==> src/rtl/led_pwm.sv <==
// Multi-channel LED PWM controller with a register interface, prescaled PWM
// timebase, period-boundary shadowing of duty/blink settings and per-channel blink.
module led_pwm #(
    parameter int N_CH     = 4,
    parameter int PWM_BITS = 8
) (
    input  logic            clk,
    input  logic            rst_n,
    input  logic            rd_en,
    input  logic [15:0]     addr,
    output logic [31:0]     rd_data,
    output logic            rd_valid,
    input  logic            wr_en,
    input  logic [31:0]     wr_data,
    output logic [N_CH-1:0] led
);

    localparam logic [15:0]         ADDR_ENABLE   = 16'h0000;
    localparam logic [15:0]         ADDR_PRESCALE = 16'h0001;
    localparam logic [15:0]         ADDR_STATUS   = 16'h0002;
    localparam logic [15:0]         CFG_BASE      = 16'h0010;
    localparam logic [PWM_BITS-1:0] PWM_WRAP      = {{(PWM_BITS-1){1'b1}}, 1'b0};

    logic [N_CH-1:0]     enable_r;
    logic [15:0]         prescale_r;
    logic [15:0]         presc_cnt_r;
    logic [PWM_BITS-1:0] pwm_cnt_r;
    logic [N_CH-1:0]     led_r;
    logic [31:0]         rd_data_r;
    logic                rd_valid_r;

    logic                en_we_s;
    logic                ps_we_s;
    logic                tick_s;
    logic                boundary_s;
    logic [N_CH-1:0]     cfg_hit_s;
    logic [N_CH-1:0]     raw_s;
    logic [N_CH-1:0]     phase_s;
    logic [31:0]         cfg_rd_s [N_CH];
    logic                rd_hit_s;
    logic [31:0]         rd_word_s;
    logic                unused_wr_s;

    assign en_we_s     = wr_en && (addr == ADDR_ENABLE);
    assign ps_we_s     = wr_en && (addr == ADDR_PRESCALE);
    assign tick_s      = (presc_cnt_r == prescale_r);
    assign boundary_s  = tick_s && (pwm_cnt_r == PWM_WRAP);
    assign unused_wr_s = ^wr_data[23:17];

    assign led      = led_r;
    assign rd_data  = rd_data_r;
    assign rd_valid = rd_valid_r;

    // Global control registers
    always_ff @(posedge clk or negedge rst_n) begin
        if (!rst_n) begin
            enable_r   <= '0;
            prescale_r <= 16'h0000;
        end else begin
            if (en_we_s) begin
                enable_r <= wr_data[N_CH-1:0];
            end
            if (ps_we_s) begin
                prescale_r <= wr_data[15:0];
            end
        end
    end

    // Prescale tick generator and PWM counter; a PRESCALE write restarts the divider
    always_ff @(posedge clk or negedge rst_n) begin
        if (!rst_n) begin
            presc_cnt_r <= 16'h0000;
            pwm_cnt_r   <= '0;
        end else begin
            if (ps_we_s || tick_s) begin
                presc_cnt_r <= 16'h0000;
            end else begin
                presc_cnt_r <= presc_cnt_r + 16'd1;
            end
            if (tick_s) begin
                pwm_cnt_r <= boundary_s ? '0 : pwm_cnt_r + 1'b1;
            end
        end
    end

    for (genvar g = 0; g < N_CH; g++) begin : g_ch
        logic [PWM_BITS-1:0] cfg_duty_r;
        logic                cfg_blink_r;
        logic [7:0]          cfg_div_r;
        logic [PWM_BITS-1:0] act_duty_r;
        logic                act_blink_r;
        logic [7:0]          act_div_r;
        logic [7:0]          blink_cnt_r;
        logic                phase_r;
        logic [31:0]         cfg_word_s;

        assign cfg_hit_s[g] = (addr == CFG_BASE + 16'(g));
        assign raw_s[g]     = (pwm_cnt_r < act_duty_r);
        assign phase_s[g]   = phase_r;
        assign cfg_rd_s[g]  = cfg_hit_s[g] ? cfg_word_s : 32'h0000_0000;

        // Readback image of the programmed channel configuration
        always_comb begin
            cfg_word_s                 = 32'h0000_0000;
            cfg_word_s[PWM_BITS-1:0]   = cfg_duty_r;
            cfg_word_s[16]             = cfg_blink_r;
            cfg_word_s[31:24]          = cfg_div_r;
        end

        // Programmed config, boundary-shadowed active copy, and blink phase
        always_ff @(posedge clk or negedge rst_n) begin
            if (!rst_n) begin
                cfg_duty_r  <= '0;
                cfg_blink_r <= 1'b0;
                cfg_div_r   <= 8'h00;
                act_duty_r  <= '0;
                act_blink_r <= 1'b0;
                act_div_r   <= 8'h00;
                blink_cnt_r <= 8'h00;
                phase_r     <= 1'b1;
            end else begin
                if (wr_en && cfg_hit_s[g]) begin
                    cfg_duty_r  <= wr_data[PWM_BITS-1:0];
                    cfg_blink_r <= wr_data[16];
                    cfg_div_r   <= wr_data[31:24];
                end
                if (boundary_s) begin
                    act_duty_r  <= cfg_duty_r;
                    act_blink_r <= cfg_blink_r;
                    act_div_r   <= cfg_div_r;
                end
                if (!act_blink_r) begin
                    phase_r     <= 1'b1;
                    blink_cnt_r <= 8'h00;
                end else if (boundary_s) begin
                    if (blink_cnt_r == act_div_r) begin
                        phase_r     <= ~phase_r;
                        blink_cnt_r <= 8'h00;
                    end else begin
                        blink_cnt_r <= blink_cnt_r + 8'd1;
                    end
                end
            end
        end
    end

    // Read mux; CFG words are pre-qualified by their own address hit and OR-combined
    always_comb begin
        rd_hit_s  = 1'b0;
        rd_word_s = 32'h0000_0000;
        case (addr)
            ADDR_ENABLE: begin
                rd_hit_s             = 1'b1;
                rd_word_s[N_CH-1:0]  = enable_r;
            end
            ADDR_PRESCALE: begin
                rd_hit_s             = 1'b1;
                rd_word_s[15:0]      = prescale_r;
            end
            ADDR_STATUS: begin
                rd_hit_s             = 1'b1;
                rd_word_s[N_CH-1:0]  = led_r;
                rd_word_s[31:16]     = 16'(pwm_cnt_r);
            end
            default: begin
                rd_hit_s = |cfg_hit_s;
                for (int i = 0; i < N_CH; i++) begin
                    rd_word_s = rd_word_s | cfg_rd_s[i];
                end
            end
        endcase
    end

    // Registered read response and LED drive
    always_ff @(posedge clk or negedge rst_n) begin
        if (!rst_n) begin
            rd_data_r  <= 32'h0000_0000;
            rd_valid_r <= 1'b0;
            led_r      <= '0;
        end else begin
            if (rd_en && rd_hit_s) begin
                rd_data_r  <= rd_word_s;
                rd_valid_r <= 1'b1;
            end else begin
                rd_valid_r <= 1'b0;
            end
            led_r <= enable_r & phase_s & raw_s;
        end
    end

endmodule
==> config.mk <==
export PLATFORM = sky130hd
export DESIGN_NAME = led_pwm
export DESIGN_NICKNAME = d
export VERILOG_FILES = /design/src/rtl/led_pwm.sv
export SDC_FILE = /design/constraint.sdc
export NUM_CORES = 1
export LEC_CHECK = 0
export CAP_MARGIN = 15
export CORE_MARGIN = 2
export CORE_UTILIZATION = 60
export CTS_CLUSTER_SIZE = 16
export DETAILED_ROUTE_END_ITERATION = 10
export PLACE_DENSITY = 0.91
export RECOVER_POWER = 100
export SLEW_MARGIN = 20
export SYNTH_ARGS = -nofsm -noshare
export SYNTH_HDL_FRONTEND = slang
export SYNTH_SLANG_ARGS = --single-unit
==> constraint.sdc <==
create_clock -name clk -period 3.2 [get_ports clk]
set_input_delay 0.64 -clock clk [delete_from_list [all_inputs] [get_ports clk]]
set_output_delay 0.64 -clock clk [all_outputs]
set_load 0.02 [all_outputs]
Yosys cells after proc, flatten, opt, wreduce, memory -nomap -nowiden
Cells that the tools add are included.

word-level totals
  register bits = 253
  output and inout bits = 37
  bits of input ports = 52
  word-level logic and storage cells = 131

operators by class
  reductions and logical operators = 18
  bitwise gates (word level) = 9
  eq/ne operators = 20
  order comparisons = 4
  mux-type cells = 35
  add/subtract/negate cells = 6

operators by type and width
  kind                     count
  $mux W32                 4
  $mux W8                  13
  $or A32 B32 Y32          3
  $eq A16 B5 Y1 const B    4
  $add A8 B1 Y8 const B    5
  $eq A8 B8 Y1             4
  $lt A8 B8 Y1             4
  $pmux W16 S2             1
  $pmux W12 S2             1
  $add A16 B1 Y16 const B  1
  $eq A16 B1 Y1 const B    1
  $eq A16 B16 Y1           1
  $eq A16 B2 Y1 const B    1
  $logic_not A16 Y1        1
  $mux W16                 1
  $mux W1                  14
  $pmux W4 S3              1
  $and A4 B4 Y4            2
  $eq A8 B8 Y1 const B     1
  $logic_and A1 B1 Y1      8
  $ne A2 B1 Y1 const B     4
  $ne A2 B2 Y1 const B     4
  $reduce_and A2 Y1        4
  $not A1 Y1               4
  other kinds (4)          5

Longest topological paths before layout
  word-level depth = 6
  mapped depth = 8

Worst setup path before layout
No wires, ideal clock.

  path type = input port to flip-flop
  from = input addr[7]
  to = register prescale_r[10]
  library setup time = 125 ps
  arrival = 2156 ps
  data required time = 3075 ps
  stages on the path = 5
  slack = 919 ps
  cell sequence = nor4_2 > nand4_2 > nor3_2 > buf_4 > mux2_2

between the ends
  longest elaborated chain between the ends = 2

ends and longest elaborated chain
  item                  line  text
  start, declared       10    input logic [15:0] addr,
  $eq A16 B1 Y1         45    assign ps_we_s = wr_en && (addr == ADDR_PRESCALE);
  $logic_and A1 B1 Y1   45
  end signal, assigned  64    prescale_r <= wr_data[15:0];
  end, declared         25    logic [15:0] prescale_r;

No other way between the ends.
A chain may end at the register's enable or synchronous reset.

Worst setup path after layout
  from = register presc_cnt_r[8]
  to = register g_ch[3].blink_cnt_r[3]

between the ends
  longest elaborated chain between the ends = 3

ends and longest elaborated chain
  item                    line  text
  start, declared         26    logic [15:0] presc_cnt_r;
  start signal, assigned  78    presc_cnt_r <= presc_cnt_r + 16'd1;
  $eq A16 B16 Y1          46    assign tick_s = (presc_cnt_r == prescale_r);
  $logic_and A1 B1 Y1     47    assign boundary_s = tick_s && (pwm_cnt_r == PWM_WRAP);
  $ne A2 B2 Y1 (no line)  n/a
  end signal, assigned    140   blink_cnt_r <= blink_cnt_r + 8'd1;
  end, declared           93    logic [7:0] blink_cnt_r;

No other way between the ends.

==> metrics <==
Crit Path Max Fanout=50; drt initial violations=1209; worst slew pin tran=2310 ps; register area=roughly 6300 um^2; remaining global-route overflow=0; Final Max Tran Viols=88; crit share post-route=87.0%; Final nets=1237; Post-CTS Setup Bufs=0; Net Count, Synth=1155; CP Class=register to register; WL/cell=23.8 um; dpl cell area=13600 um^2; root buffer cell=clkbuf_16; Synth Warn #=0; CTS H-tree lvls=1; DP Wirelength=21000 um; all-layer global routing usage=between 30% and 40%; dpl ws=~160 ps; cts-stage hold buffer count=0; violated checks=capacitance limit, slew limit; Post-synth ARST share=100%; post-synthesis cell count=1068; met2 wire length=16000 um; Max Cap Viol=1; largest vdd supply drop=0.000417 V; Min Hold Slack=477 ps; Vias/cell=6.72; Top Layer Used=met4; final instance area=14300 um^2; Unique masters post-synth=between 50 and 60; Crit path required time=3650 ps; met3 wire len=~3500 um; leak pwr=~6.9 nW; synthesized area per cell=around 12 um^2; Worst setup EP type=register; starting density of the core=61.4%; commonest cells after routing, fill and taps aside=dfrtp_1 (249), mux2_2 (103), nand3_1 (64); Worst Min Path Start=rd_data[16]; CTS Buf Count=26; drt pass-1 iters=6; post-cts sizing count=0; multi-input logic area=5610 um^2; Final Non-Filler Cells=1437; minimum clock period=2780 ps; worst setup margin=415 ps; register area share after synthesis=50.8%; GPL Wtd Cong=0.892; CP arrival=3240 ps; core area=20300 um^2; die height=around 150 um; RSZ-0062 raised after global routing=no; status=complete, but fails checks; vias in the first global route=9928; Power Dens Cells=523 nW/um^2; worst hold path type=register to register; number of synthesized flops with an enable pin=0; dominant synthesized flop cell=dfrtp_1; final count of hold timing violations=0; reg2reg setup slack=420 ps; Layout area overhead=14.5%; startpoint types=register; post-route ant nets=0; Placed Instances=around 1400; io pins=89; most common cell after layout, fill and taps aside=dfrtp_1; met1 wire length=12800 um; Yosys reg bits=between 200 and 300; initial antenna violation count=1; clock transition at the registers of the reported paths=about 60 ps; Hold EP=rd_data[16]; Fillers=1320; # DRC=0; die width=between 100 and 150 um; Setup-failing EPs final=0; Max Fclk=0.359 GHz; vias post-DR=between 9000 and 10000; deepest clock path buffer count=3; total negative slack=0 ps; Clock Skews=33.9 ps; Slew HR=-53.8%; share of cells above drive strength 1=17.3%; largest net degree at the start of global routing=~90; RR Startpoint=presc_cnt_r[8]; die area=22000 um^2; final WL=between 30000 and 40000 um; number of core rows=52; CTS tree=built; r2r endpoint=g_ch[3].blink_cnt_r[3]; worst reg2reg path depth=6; worst-skew pair later-pin latency=around 560 ps; Mapped Area=12500 um^2; port bufs=slightly above 80; cell depth of the worst hold path=2; clock net sink count=253; first-pass GRT wire length=54400 um
[sequential cells by signal (all words and copies together), names as in the netlist]
name	count
g_ch.act_div_r	32
rd_valid	1
g_ch.blink_cnt_r	32
pwm_cnt_r	8
led	4
g_ch.act_duty_r	32
presc_cnt_r	16
prescale_r	16
g_ch.cfg_div_r	32
g_ch.act_blink_r	4
g_ch.cfg_blink_r	4
g_ch.cfg_duty_r	32
g_ch.phase_r	4
enable_r	4
rd_data	32
[power breakdown]
| part | switching (mW) | total [mW] | internal [mW] |
|---|---|---|---|
| Clock | 1.28 | 2.88 | 1.60 |
| Sequential | 0.198 | 3.45 | 3.25 |
| Combinational | 0.751 | 1.14 | 0.392 |
[critical path: stages (launching register included)]
cell     delay [ps]
dfrtp_1         460
xor2_1          180
nor4_1          470
and4_1          850
buf_12          340
nand4_1         150
a21oi_1         190
[routing by layer]
layer | GRT usage [%] | vias up
met5 | 0 | -
met4 | 14.8 | 0
li1 | - | 4051
met2 | 50.2 | 663
met3 | 5.74 | 165
met1 | 42.6 | 4773
[through the flow]
step | total power, mW | util (%)
6_report | 7.47 | 70.3
5_1_grt | 7.70 | 70.3
4_1_cts | 7.44 | 71.1
3_5_place_dp | 4.56 | 67.2
3_3_place_gp | 4.50 | 67.2
2_1_floorplan | 4.09 | -
[cell type report]
class / count / share of cell area (%)
tap: 270 / 2.37
inverter: 42 / 1.10
antenna: 1 / 0.0175
multi-input combinational: 720 / 39.3
clock inverter: 7 / 0.342
sequential: 253 / 44.4
timing repair buffer: 107 / 7.33
clock buffer: 37 / 5.20
[how the worst max path moves through the flow]
stage / endpoint / start / slack (ps) / cells past startpoint
after floorplan: prescale_r[10] / addr[7] / 920 / 5
after global placement: g_ch[3].cfg_duty_r[7] / addr[7] / 230 / 6
after detailed placement: g_ch[3].cfg_blink_r / addr[7] / 160 / 6
after CTS: g_ch[3].cfg_blink_r / addr[7] / 680 / 6
after global routing: rd_data[29] / addr[12] / 290 / 8
final: g_ch[3].blink_cnt_r[3] / presc_cnt_r[8] / 420 / 6
[kinds of logic after synthesis]
family | after synthesis | share of synthesized area, %
DFF | 253 | 50.8
muxes | 149 | 15.6
AOI/OAI and AO/OA | 190 | 9.65
buffers and inverters | 95 | 3.36
xor gates and xnor gates | 62 | 4.35
and+or+nand+nor | 284 | 12.8
adders and majority gates | 35 | 3.51
[cells in the mapped netlist (6+ instances only)]
cell type	instances	area, um^2
dfrtp_1	249	6230
mux2_2	106	1190
nand3_1	63	315
xor2_1	55	482
o21ai_0	51	255
nand2_1	49	184
nor2_1	49	184
a21oi_1	47	235
inv_1	41	154
ha_1	35	438
nand4_1	34	213
o31ai_1	31	233
clkbuf_1	27	101
mux2_4	20	300
buf_2	17	85.1
mux4_2	17	383
a22o_1	15	131
nor2b_1	15	93.8
and3_1	13	81.3
a221oi_1	8	70.1
nor4_2	8	100
o21a_1	8	60.1
a21boi_0	7	52.6
nor3_1	7	35.0
nor4_1	7	43.8
xnor2_1	7	61.3
and4_1	6	52.6
No activity file was read; power rests on OpenSTA's default activity.
